[src/rtl/vga_stream_pkg.sv]
// Shared types and constants for the VGA stream sink and its pixel FIFO.
package vga_stream_pkg;

    typedef enum logic [1:0] {
        WAIT_SOF,
        PRIME,
        STREAM,
        RESYNC
    } sink_state_t;

    localparam int H_VISIBLE_DEF = 640;
    localparam int V_VISIBLE_DEF = 480;
    localparam int PIX_W         = 8;

    function automatic int unsigned frame_pixels(input int unsigned h, input int unsigned v);
        return h * v;
    endfunction

endpackage

[src/rtl/pix_fifo.sv]
// Synchronous FIFO with a one-cycle flush; read data is the head entry, shown combinationally.
module pix_fifo #(
    parameter int DATA_W = 8,
    parameter int DEPTH  = 16
) (
    input  logic                       clk,
    input  logic                       reset,
    input  logic                       push,
    input  logic                       pop,
    input  logic                       flush,
    input  logic [DATA_W-1:0]          din,
    output logic [DATA_W-1:0]          dout,
    output logic                       full,
    output logic                       empty,
    output logic [$clog2(DEPTH):0]     count
);
    localparam int AW = $clog2(DEPTH);

    logic [DATA_W-1:0] mem_q [DEPTH];
    logic [AW-1:0]     wr_ptr_q, wr_ptr_d;
    logic [AW-1:0]     rd_ptr_q, rd_ptr_d;
    logic [AW:0]       count_q, count_d;
    logic              do_push, do_pop;

    assign full    = (count_q == (AW+1)'(DEPTH));
    assign empty   = (count_q == '0);
    assign count   = count_q;
    assign dout    = mem_q[rd_ptr_q];
    assign do_push = push && !full && !flush;
    assign do_pop  = pop && !empty && !flush;

    // NOTE: every signal gets a default at the top of always_comb so no path leaves it unassigned (no latch).
    always_comb begin
        wr_ptr_d = wr_ptr_q;
        rd_ptr_d = rd_ptr_q;
        count_d  = count_q;
        if (flush) begin
            wr_ptr_d = '0;
            rd_ptr_d = '0;
            count_d  = '0;
        end else begin
            if (do_push) wr_ptr_d = wr_ptr_q + 1'b1;
            if (do_pop)  rd_ptr_d = rd_ptr_q + 1'b1;
            count_d = count_q + (AW+1)'(do_push) - (AW+1)'(do_pop);
        end
    end

    // NOTE: non-blocking assignments in clocked blocks so every flop samples pre-edge values.
    always_ff @(posedge clk or negedge reset) begin
        if (!reset) begin
            wr_ptr_q <= '0;
            rd_ptr_q <= '0;
            count_q  <= '0;
        end else begin
            wr_ptr_q <= wr_ptr_d;
            rd_ptr_q <= rd_ptr_d;
            count_q  <= count_d;
        end
    end

    // NOTE: storage is deliberately not reset; count/pointers alone define which entries are valid.
    always_ff @(posedge clk) begin
        if (do_push) mem_q[wr_ptr_q] <= din;
    end

endmodule

[src/rtl/vga_stream_sink.sv]
// Raster-aligned sink for the filter pixel stream: buffers, locks on SOF, detects underflow/misalignment.
// Optional saturating resync counter on underflow_count when STREAM_SINK_STATS_EN is defined.
module vga_stream_sink
    import vga_stream_pkg::*;
#(
    parameter int DATA_W    = PIX_W,
    parameter int DEPTH     = 16,
    parameter int H_VISIBLE = H_VISIBLE_DEF,
    parameter int V_VISIBLE = V_VISIBLE_DEF
) (
    input  logic              clk,
    input  logic              reset,
    input  logic [DATA_W-1:0] pix_in,
    input  logic              valid_in,
    input  logic              sof_in,
    output logic              module_ready,
    input  logic [9:0]        hcount,
    input  logic [9:0]        vcount,
    input  logic              visible,
    output logic [DATA_W-1:0] pix_out,
    output logic              pix_valid_out,
    output logic              underflow,
    output logic              locked,
    output logic [15:0]       underflow_count
);
    localparam int          CW          = $clog2(DEPTH) + 1;
    localparam int unsigned FRAME_PIX   = frame_pixels(H_VISIBLE, V_VISIBLE);
    localparam logic [18:0] FRAME_CNT   = 19'(FRAME_PIX);
    localparam logic [18:0] FRAME_LAST  = 19'(FRAME_PIX - 1);
    localparam logic [CW-1:0] HALF_FULL = CW'(DEPTH / 2);

    sink_state_t       state_q, state_d;
    logic [18:0]       pop_cnt_q, pop_cnt_d;
    logic [DATA_W-1:0] pix_out_q, pix_out_d;
    logic              pix_valid_q, pix_valid_d;
    logic              underflow_q, underflow_d;
    logic              locked_q, locked_d;

    logic              fifo_push, fifo_pop, fifo_flush;
    logic              fifo_full, fifo_empty;
    logic [DATA_W-1:0] fifo_dout;
    logic [CW-1:0]     fifo_count;
    logic              xfer, misalign, at_origin;

    pix_fifo #(.DATA_W(DATA_W), .DEPTH(DEPTH)) u_fifo (
        .clk   (clk),
        .reset (reset),
        .push  (fifo_push),
        .pop   (fifo_pop),
        .flush (fifo_flush),
        .din   (pix_in),
        .dout  (fifo_dout),
        .full  (fifo_full),
        .empty (fifo_empty),
        .count (fifo_count)
    );

    always_comb begin
        unique case (state_q)
            WAIT_SOF:      module_ready = 1'b1;
            PRIME, STREAM: module_ready = !fifo_full;
            default:       module_ready = 1'b0;
        endcase
    end

    assign xfer      = valid_in && module_ready;
    assign at_origin = visible && (hcount == '0) && (vcount == '0);
    // An SOF is only legal on a frame boundary of the pop count.
    assign misalign  = (state_q == STREAM) && xfer && sof_in &&
                       (pop_cnt_q != '0) && (pop_cnt_q != FRAME_CNT);

    always_comb begin
        state_d     = state_q;
        pop_cnt_d   = pop_cnt_q;
        pix_out_d   = pix_out_q;
        pix_valid_d = 1'b0;
        underflow_d = 1'b0;
        fifo_push   = 1'b0;
        fifo_pop    = 1'b0;
        fifo_flush  = 1'b0;
        unique case (state_q)
            WAIT_SOF: begin
                if (xfer && sof_in) begin
                    fifo_push = 1'b1;
                    state_d   = PRIME;
                end
            end
            PRIME: begin
                fifo_push = xfer;
                if (at_origin && (fifo_count >= HALF_FULL)) begin
                    fifo_pop    = 1'b1;
                    pix_out_d   = fifo_dout;
                    pix_valid_d = 1'b1;
                    pop_cnt_d   = (pop_cnt_q == FRAME_LAST) ? '0 : pop_cnt_q + 1'b1;
                    state_d     = STREAM;
                end
            end
            STREAM: begin
                fifo_push = xfer && !misalign;
                if (visible) begin
                    if (fifo_empty) begin
                        underflow_d = 1'b1;
                        pix_out_d   = '0;
                        state_d     = RESYNC;
                    end else begin
                        fifo_pop    = 1'b1;
                        pix_out_d   = fifo_dout;
                        pix_valid_d = 1'b1;
                        pop_cnt_d   = (pop_cnt_q == FRAME_LAST) ? '0 : pop_cnt_q + 1'b1;
                    end
                end
                if (misalign) state_d = RESYNC;
            end
            default: begin
                fifo_flush = 1'b1;
                pop_cnt_d  = '0;
                state_d    = WAIT_SOF;
            end
        endcase
        locked_d = (state_d == STREAM);
    end

    always_ff @(posedge clk or negedge reset) begin
        if (!reset) begin
            state_q     <= WAIT_SOF;
            pop_cnt_q   <= '0;
            pix_out_q   <= '0;
            pix_valid_q <= 1'b0;
            underflow_q <= 1'b0;
            locked_q    <= 1'b0;
        end else begin
            state_q     <= state_d;
            pop_cnt_q   <= pop_cnt_d;
            pix_out_q   <= pix_out_d;
            pix_valid_q <= pix_valid_d;
            underflow_q <= underflow_d;
            locked_q    <= locked_d;
        end
    end

    assign pix_out       = pix_out_q;
    assign pix_valid_out = pix_valid_q;
    assign underflow     = underflow_q;
    assign locked        = locked_q;

`ifdef STREAM_SINK_STATS_EN
    logic [15:0] uf_cnt_q, uf_cnt_d;
    logic        resync_evt;

    // Underflow and misalignment both leave STREAM for RESYNC; count each exit once.
    assign resync_evt = (state_q == STREAM) && (state_d == RESYNC);
    assign uf_cnt_d   = (resync_evt && (uf_cnt_q != 16'hFFFF)) ? uf_cnt_q + 16'd1 : uf_cnt_q;

    always_ff @(posedge clk or negedge reset) begin
        if (!reset) uf_cnt_q <= '0;
        else        uf_cnt_q <= uf_cnt_d;
    end

    assign underflow_count = uf_cnt_q;
`else
    assign underflow_count = '0;
`endif

endmodule
[config.mk]
export PLATFORM = sky130hd
export DESIGN_NAME = vga_stream_sink
export DESIGN_NICKNAME = d
export VERILOG_FILES = /design/src/rtl/vga_stream_pkg.sv /design/src/rtl/pix_fifo.sv /design/src/rtl/vga_stream_sink.sv
export SDC_FILE = /design/constraint.sdc
export NUM_CORES = 1
export LEC_CHECK = 0
export CAP_MARGIN = 20
export CORE_MARGIN = 2
export CORE_UTILIZATION = 57
export DETAILED_ROUTE_END_ITERATION = 6
export DONT_BUFFER_PORTS = 1
export HOLD_SLACK_MARGIN = 0.1
export PLACE_DENSITY_LB_ADDON = 0.15
export SYNTH_ARGS = -nofsm -noshare
export SYNTH_HDL_FRONTEND = slang
export SYNTH_SLANG_ARGS = --single-unit
[constraint.sdc]
create_clock -name clk -period 2.85 [get_ports clk]
set_clock_uncertainty 0.1 [all_clocks]
set_input_delay 0.285 -clock clk [delete_from_list [all_inputs] [get_ports clk]]
set_output_delay 0.285 -clock clk [all_outputs]
set_load 0.05 [all_outputs]
# --- Yosys cells after proc, flatten, opt, wreduce, memory -nomap -nowiden ---
# Memory sizes are Yosys's and may differ from the RTL's.
# Index checks and enable logic that the tools add are counted.
op_classes:
  reduce_logical: 27
  bitwise: 1
  order_cmp: 1
  n_mux: 32
  n_addsub: 5
  eq_ne: 11
ops:
  columns: ["operator", "n"]
  rows:
  - ["$mux 19", 4]
  - ["$pmux 19 s3", 1]
  - ["$mux 8", 3]
  - ["$logic_not 10->1", 2]
  - ["$add 19x1->19 const B", 1]
  - ["$eq 19x19->1 const B", 1]
  - ["$ne 19x19->1 const B", 1]
  - ["$reduce_bool 19->1", 1]
  - ["$mux 4", 4]
  - ["$pmux 8 s2", 1]
  - ["$logic_and 1x1->1", 14]
  - ["$mux 2", 5]
  - ["$mux 1", 9]
  - ["$add 4x1->4 const B", 2]
  - ["$ne 2x2->1 const B", 3]
  - ["$pmux 2 s3", 1]
  - ["$add 5x1->5", 1]
  - ["$eq 5x5->1 const B", 1]
  - ["$ge 5x4->1 const B", 1]
  - ["$logic_not 5->1", 1]
  - ["$mux 5", 1]
  - ["$sub 5x1->5", 1]
  - ["$eq 2x2->1 const B", 2]
  - ["$ne 2x1->1 const B", 2]
  - ["11 further kinds", 14]
word_totals:
  input_bits: 33
  word_cells: 87
  ramBits: 128
  n_memories: 1
  register_bits: 45
  out_inout_bits: 28
memory_table:
  columns: ["name", "words", "word_bits", "rd", "rd_ports_with_merged_regs", "write_ports", "line_no", "text"]
  rows:
  - ["u_fifo.mem_q", 16, 8, 1, 0, 1, "pix_fifo.sv:19", "logic [DATA_W-1:0] mem_q [DEPTH];"]

# --- Logic depth before layout (Yosys ltp) ---
# Gate-level depths: netlist of the first run.
depth:
  ltp_word: 16
  ltp_mapped: 15

# --- Modules after synthesis ---
# From an unflattened synthesis of the first run, not the netlist that was laid out.
unflattened:
  cells_unflattened: 567
  hier_area_um2: 7988.9
modules_own_cells:
  columns: ["mod", "n_inst", "cells_each", "area_each_um2"]
  rows:
  - ["pix_fifo", 1, 340, 5889.4]
  - ["vga_stream_sink", 1, 227, 2099.5]

# --- Least setup slack after synthesis of the first run ---
# OpenSTA, ideal clock, no wires.
synth_timing:
  kind: "register -> register"
  start: "register state_q[0]"
  end: "memory u_fifo.mem_q[1][0] (enable)"
  t_arrival_ns: 2.592
  setup_ns: 0.395
  synth_period_minus_slack_ns: 3.087
  slack_ns: -0.237
  path_buffers: 2
  t_required_ns: 2.355
  stages_incl_launch_ff: 9
  path_cell_list: "dfrtp_1 -> inv_1 -> ha_1 -> clkbuf_1 -> a211o_1 -> o2111ai_1 -> nor2_1 -> buf_2 -> nor4bb_1"
synth_between:
  elab_chain_len: 15
synth_rtl:
  columns: ["element", "line_no", "text"]
  rows:
  - ["start: declaration", "vga_stream_sink.sv:32", "sink_state_t state_q, state_d;"]
  - ["start signal: assignment", "vga_stream_sink.sv:132", "state_q <= state_d;"]
  - ["$eq 2x2->1 / $eq 2x1->1 (equally long branches)", "vga_stream_sink.sv:59, vga_stream_sink.sv:69, vga_stream_sink.sv:81", null]
  - ["$reduce_or 2->1", "vga_stream_sink.sv:59", "unique case (state_q)"]
  - ["$pmux 1 s2", "vga_stream_sink.sv:59", null]
  - ["$logic_and 1x1->1", "vga_stream_sink.sv:66", "assign xfer = valid_in && module_ready;"]
  - ["$logic_and 1x1->1 (3 in series)", "vga_stream_sink.sv:69", "assign misalign = (state_q == STREAM) && xfer && sof_in &&"]
  - ["$logic_and 1x1->1", "vga_stream_sink.sv:70", "(pop_cnt_q != '0) && (pop_cnt_q != FRAME_CNT);"]
  - ["$logic_not 1->1", "vga_stream_sink.sv:99", "fifo_push = xfer && !misalign;"]
  - ["$logic_and 1x1->1", "vga_stream_sink.sv:99", null]
  - ["$pmux 1 s3", "vga_stream_sink.sv:81", "unique case (state_q)"]
  - ["$logic_and 1x1->1", "pix_fifo.sv:29", "assign do_push = push && !full && !flush;"]
  - ["$logic_and 1x1->1 *", "pix_fifo.sv:29", null]
  - ["$mux 1 *", "pix_fifo.sv:63", "if (do_push) mem_q[wr_ptr_q] <= din;"]
  - ["$mux 1 (not written as such) *", "pix_fifo.sv:63", null]
  - ["end: declaration", "pix_fifo.sv:19", null]
# Mark *: on every way between the ends. The rest lies on a longest branch, timed or not.

# --- Worst setup path after layout of the first run ---
layout_timing:
  start: "register u_fifo.count_q[2], in the netlist u_fifo.count[2]"
  end: "register u_fifo.count_q[4], in the netlist u_fifo.count[4]"
layout_between:
  elab_chain_len: 16
layout_rtl:
  columns: ["element", "line_no", "text"]
  rows:
  - ["start: declaration", "pix_fifo.sv:22", "logic [AW:0] count_q, count_d;"]
  - ["start signal: assignment", "pix_fifo.sv:57", "count_q <= count_d;"]
  - ["$eq 5x5->1", "pix_fifo.sv:25", "assign full = (count_q == (AW+1)'(DEPTH));"]
  - ["$logic_not 1->1", "pix_fifo.sv:29, vga_stream_sink.sv:61", null]
  - ["$pmux 1 s2", "vga_stream_sink.sv:59", null]
  - ["$logic_and 1x1->1", "vga_stream_sink.sv:66", null]
  - ["$logic_and 1x1->1 (3 in series)", "vga_stream_sink.sv:69", null]
  - ["$logic_and 1x1->1", "vga_stream_sink.sv:70", null]
  - ["$logic_not 1->1", "vga_stream_sink.sv:99", null]
  - ["$logic_and 1x1->1", "vga_stream_sink.sv:99", null]
  - ["$pmux 1 s3", "vga_stream_sink.sv:81", null]
  - ["$logic_and 1x1->1 (2 in series)", "pix_fifo.sv:29", null]
  - ["$add 5x1->5", "pix_fifo.sv:44", "count_d = count_q + (AW+1)'(do_push) - (AW+1)'(do_pop);"]
  - ["$sub 5x1->5 *", "pix_fifo.sv:44", null]
  - ["$mux 5 *", "pix_fifo.sv:37", "if (flush) begin"]
  - ["via u_fifo.count_d[4]", "pix_fifo.sv:22", null]
# Mark *: on every way through the listed nets, which the timed path passes. The rest lies on a longest branch.
# A chain may end at the register's enable or synchronous reset.

==> flow_summary.json, run 1 <==
{
  "initial_utilization_pct": 57.8,
  "setup_ws_ns": 0.0415,
  "ant_nets": 0,
  "ys_seq_area_share_pct": 62.4,
  "fin_crit_sh_pct": 98.5,
  "crit_path_end_kind": "flip-flop",
  "worstPathArrival_ns": 3.01,
  "syn_area_per_cell_um2": 14.6,
  "synth.area.top_cells": "edfxtp_1 (48%), dfrtp_1 (14%), mux4_2 (9.0%)",
  "cp.required_ns": 3.05,
  "portBuffers": 0,
  "critPathKind": "flip-flop to flip-flop",
  "synth-seq-cells": 173,
  "syn_to_final_growth_pct": 15.7,
  "drt-pass1-iter-count": 7,
  "first_global_vias": 4909,
  "syn-cell-area_um2": 7970,
  "antenna_found_initial": 0,
  "hold_viol": 0,
  "synthArstFlopShare_pct": 26.0,
  "vias": 4954,
  "yosysWarnings": 0,
  "maxCapViolCount": 0,
  "ys_types": 62,
  "worst_pin_slew_ns": 0.808,
  "cts_root_buf": "clkbuf_16",
  "viasPerCell": 6.29,
  "die_area_um2": 14900,
  "path_clk_slew_ns": 0.07,
  "die_y_um": 122,
  "die_x_um": 122,
  "max-slew-margin-rel_pct": 46.1,
  "ir_worst_vdd_uv": 566,
  "critPathLaunchType": "flip-flop",
  "grt_pass1_wl_um": 26800,
  "place_inst": 741,
  "clock_sinks": 173,
  "drtIter0Drc": 349,
  "netlist.area_leader.share_pct": 48.2,
  "finalMaxSlewViolations": 0,
  "detailedPlace.worstSlack_ns": -0.100,
  "max_clock_freq_mhz": 356,
  "clk_latency_ns": 0.42,
  "drive_above_1_share_pct": 22.6,
  "setup-violations-final": 0,
  "cts-buffers-inserted": 17,
  "synth-edff-count": 128,
  "final_cell_count_no_fill": 787,
  "grt_max_degree": 46,
  "path_max_fanout": 2,
  "hold_class": "input port to flip-flop",
  "cts_buffer_depth": 2,
  "ios": 61,
  "yosysTopAreaCell": "edfxtp_1",
  "grt.total_usage_pct": 24.3,
  "fin_nets": 646,
  "globalplace.congestion": 0.884,
  "status": "completed",
  "overflow": 0,
  "wl_per_cell_um": 21.3,
  "grt_setup_unrepaired": "true",
  "remaining_drc_errors": 0,
  "synth_cells": 547,
  "tritoncts": "done",
  "drt_wl_total_um": 16800,
  "h-tree-depth": 4,
  "min_period_ns": 2.81,
  "p_leak_nw": 3.29,
  "utilization_pct": 66.9,
  "power_density_nw_per_um2": 946,
  "std_cell_rows": 43,
  "fill_cells": 983,
  "ys.flop_type": "edfxtp_1",
  "core_area_um2": 13800,
  "hpwlAfterDp_um": 10900,
  "diodes": 0
}
==> layout make-up <==
type	instances	area [um2]	share of cell area (%)
inverter	22	82.6	0.896
timing repair buffer	56	478	5.18
clock buffer	20	467	5.06
clock inverter	12	170	1.85
tap	180	225	2.44
sequential	173	4970	53.9
multi-input combinational	324	2830	30.7
==> registers in the layout, indices dropped and copies added (netlist names) <==
register	cells
pix_out	8
u_fifo.wr_ptr_q	4
u_fifo.rd_ptr_q	4
underflow	1
pix_valid_out	1
state_q	2
u_fifo.count	5
u_fifo.mem_q	128
locked	1
pop_cnt_q	19
==> placed cells by master, fill, tap and decap left out, types with 4 or more instances in the layout <==
master and count:
nor2_1 21, nand2_1 13, dlygate4sd3_1 10, o31ai_1 5, nand4_1 9, edfxtp_1 128, and4b_1 8, a22o_1 13
o21ai_0 12, mux2i_1 12, ha_1 14, inv_6 4, nand3_1 22, dfrtp_1 44, a21oi_1 20, o21a_1 4
nor2b_1 13, clkbuf_16 17, nor3_1 10, and3_1 5, mux4_2 32, conb_1 16, a211oi_1 14, buf_4 44
nor4_1 12, and4_1 4, inv_1 20, o22ai_1 4
==> per-layer routing <==
layer	track usage, %	share of wire (%)
met4	8.05	1.5
met3	4.69	5.2
met1	34.4	44
met2	38.3	49
met5	0	0
==> through the flow <==
step           hold slack (ns)  power (mW)  TNS [ns]  instance area (um2)
6_report                 0.175        8.72         0                 9220
5_1_grt                  0.231        9.19    -0.107                 9220
4_1_cts                  0.112        8.69         0                 9170
3_5_place_dp            -0.110        6.09    -0.100                 8360
3_3_place_gp            -0.109        6.01         0                 8360
2_1_floorplan           -0.111        5.32         0                 8060
==> timing repair <==
action | 4_1_cts | 5_1_grt
endpoints found under the hold margin | 175 | 0
gates cloned | 0 | 0
setup buffers | 3 | 0
endpoints found under the setup margin | 1 | 43
resized for setup | 7 | 8
pin swaps | 2 | 9
hold buffers | 11 | 0
==> synth_stat cells (3+ instances only) <==
cell type	number
and4b_1	8
o211ai_1	3
nor2b_1	13
nand3_1	22
a22o_1	13
ha_1	18
a21oi_1	21
mux4_2	32
o21ai_0	12
a211oi_1	14
o21a_1	4
nor2_1	21
or4_1	3
nor4bb_1	4
inv_1	22
nor4b_1	4
buf_4	17
nand4_1	9
edfxtp_1	128
mux2i_1	12
and2_1	3
buf_2	8
dfrtp_1	45
nor3_1	11
o31ai_1	5
and3_1	5
buf_1	3
nor4_1	12
xnor2_1	3
and4_1	4
nand2_1	14
o22ai_1	4
clkbuf_1	14
==> final timing paths <==
path                       slack [ns]            start  cells past startpoint                 end
max reg2reg                      0.04  u_fifo.count[2]                     14     u_fifo.count[4]
min                              0.18        hcount[4]                      5              locked
min reg2reg                      0.42    pop_cnt_q[17]                      1       pop_cnt_q[17]
max                              0.04  u_fifo.count[2]                     14     u_fifo.count[4]
max in group asynchronous        2.14            reset                      2  u_fifo.rd_ptr_q[0]
min in group asynchronous        0.28            reset                      2        pop_cnt_q[4]
==> critical path, stage by stage (launching register included) <==
cell	delay (ns)
dfrtp_1	0.39
inv_2	0.08
ha_4	0.13
or4b_4	0.48
nand2_4	0.08
nor3_2	0.04
ha_1	0.27
inv_1	0.04
ha_2	0.18
fa_2	0.34
a21oi_2	0.14
nor2_1	0.05
nor2_1	0.12
xnor2_1	0.14
nor2_1	0.08
==> logic make-up after synthesis <==
family | Yosys count | share of synthesized area, %
flip-flops | 173 | 62.4
buffers and inverters | 65 | 4.08
AO/OA/AOI/OAI | 95 | 8.35
multiplexers | 45 | 10.7
other | 1 | 0.0471
AND/OR/NAND/NOR | 146 | 11.0
XOR/XNOR | 3 | 0.330
adder cells (fa/ha/maj) | 19 | 3.08
==> where the power goes <==
part,switching [mW],internal [mW]
clock,0.996,1.48
combinational,1.51,1.29
sequential,0.476,2.98
total,2.98,5.74
No activity file was read; power rests on OpenSTA's default activity.
==> inputs of run 2 (changes only) <==
--- a/config.mk
+++ b/config.mk
@@ -7,7 +7,7 @@
 export LEC_CHECK = 0
 export CAP_MARGIN = 20
 export CORE_MARGIN = 2
-export CORE_UTILIZATION = 57
+export CORE_UTILIZATION = 35
 export DETAILED_ROUTE_END_ITERATION = 6
 export DONT_BUFFER_PORTS = 1
 export HOLD_SLACK_MARGIN = 0.1
==> run 2 against run 1 <==
Net effect: sequential power about the same; non-clock buffer count up 11; total power down 2.5%; utilization down 25 points; register-to-register slack better by 0.02 ns; critical path type unchanged; critical endpoint unchanged; largest power group unchanged.
==> flow_summary.json, run 2 (same netlist as run 1, synthesis figures left out) <==
{
  "status": "completed",
  "critPathKind": "flip-flop to flip-flop",
  "finalSetupTns_ns": 0,
  "std_cell_rows": 55,
  "core_area_um2": 22500,
  "fin_crit_sh_pct": 97.8,
  "cts_buffer_depth": 2,
  "maxCapViolCount": 0,
  "layout_common_cells": "edfxtp_1 (128), buf_4 (52), dfrtp_1 (44)",
  "grt_max_degree": 46,
  "grt.total_usage_pct": 15.5,
  "first_global_vias": 4921,
  "power_density_nw_per_um2": 907,
  "r2r-start": "u_fifo.count[2]",
  "max-slew-margin-rel_pct": 41.3,
  "max_clock_freq_mhz": 359,
  "crit_path_end_kind": "flip-flop",
  "ir_worst_vdd_uv": 464,
  "clock_sinks": 173,
  "hold_start": "sof_in",
  "largest_reg_flops": 128,
  "path_clk_slew_ns": 0.07,
  "setup.worst_path.start": "u_fifo.count[2]",
  "diodes": 0,
  "finalMaxSlewViolations": 0,
  "final_cell_count_no_fill": 903,
  "fin_nets": 657,
  "placed_area_um2": 8610,
  "cts-buffers-inserted": 17,
  "regMostFlops": "u_fifo.mem_q",
  "clk_latency_ns": 0.43,
  "wl_per_cell_um": 20.0,
  "viasPerCell": 5.42,
  "initial_utilization_pct": 35.4,
  "die_area_um2": 24000,
  "h-tree-depth": 4,
  "vias": 4891,
  "syn_to_final_growth_pct": 17.8,
  "remaining_drc_errors": 0,
  "hpwlAfterDp_um": 12100,
  "setup-violations-final": 0,
  "final_common_cell": "edfxtp_1",
  "ant_nets": 0,
  "critPathLaunchType": "flip-flop",
  "drt-pass1-iter-count": 5,
  "power_mw": 8.51,
  "portBuffers": 0,
  "grt_pass1_wl_um": 27900,
  "hold_viol": 0,
  "antenna_found_initial": 0,
  "globalplace.congestion": 0.807,
  "die_x_um": 155,
  "drt_wl_total_um": 18000,
  "ios": 61,
  "place_inst": 856,
  "cp.required_ns": 3.06,
  "min_period_ns": 2.79,
  "drtIter0Drc": 232,
  "cts_root_buf": "clkbuf_16",
  "detailedPlace.worstSlack_ns": -0.0902,
  "fill_cells": 2097,
  "path_max_fanout": 2,
  "setup_ws_ns": 0.0618,
  "worst_pin_slew_ns": 0.873,
  "holdPathStages": 3,
  "worstPathArrival_ns": 3.00,
  "p_leak_nw": 3.31,
  "r2r_cells": 14,
  "overflow": 0,
  "tritoncts": "done",
  "hold_class": "input port to flip-flop",
  "fin_area_um2": 9380,
  "grt_setup_unrepaired": "true",
  "die_y_um": 155,
  "drive_above_1_share_pct": 23.8
}
run 2: worst paths after layout:
| check | endpoint | slack [ns] |
|---|---|---|
| max | u_fifo.count[4] | 0.06 |
| min | state_q[1] | 0.16 |
| max reg2reg | u_fifo.count[4] | 0.06 |
| min reg2reg | pop_cnt_q[17] | 0.41 |
| max in group asynchronous | u_fifo.rd_ptr_q[0] | 2.14 |
| min in group asynchronous | pop_cnt_q[4] | 0.26 |
run 2: metrics by stage:
stage	hold WS, ns	utilization (%)
finish	0.159	41.7
global route	0.173	41.7
CTS	0.113	41.5
detailed placement	-0.109	38.3
global placement	-0.109	38.3
floorplan	-0.111	-
run 2: per-layer routing:
layer | up-vias | part of all wire (%) | global-route usage, %
met2 | 118 | 50 | 26.1
li1 | 2262 | - | -
met5 | - | 0 | 0
met3 | 18 | 4.1 | 3.45
met1 | 2493 | 45 | 20.1
met4 | 0 | 1.2 | 4.59
run 2: repair_timing:
action / in CTS / in global routing
setup buffers: 0 / 4
pin swaps: 2 / 9
setup endpoints to repair: 1 / 34
hold buffers: 11 / 0
gates resized for setup: 6 / 5
hold endpoints to repair: 175 / 0
run 2: cell type report:
class | instances | area [um2] | area share (%)
Clock inverter | 15 | 153 | 1.63
Sequential cell | 173 | 4970 | 53.0
Inverter | 22 | 82.6 | 0.880
Clock buffer | 17 | 425 | 4.53
Multi-Input combinational cell | 324 | 2800 | 29.8
Timing Repair Buffer | 67 | 598 | 6.37
Tap cell | 285 | 357 | 3.80
run 2: worst max-delay path, stage by stage (launching register included):
cell and delay, ns:
dfrtp_1 0.39, inv_2 0.07, ha_2 0.17, or4b_4 0.48, nand2_4 0.08, nor3_2 0.04, ha_1 0.28, inv_1 0.04
ha_2 0.19, fa_2 0.35, a21oi_2 0.13, nor2_1 0.05, nor2_1 0.12, xnor2_1 0.13, nor2_1 0.05
run 2: report_power, final:
| group | leakage (nW) | switching [mW] | total (mW) | internal, mW |
|---|---|---|---|---|
| combinational | 1.28 | 1.52 | 2.82 | 1.30 |
| sequential | 1.75 | 0.458 | 3.43 | 2.98 |
| clock | 0.277 | 1.09 | 2.25 | 1.16 |
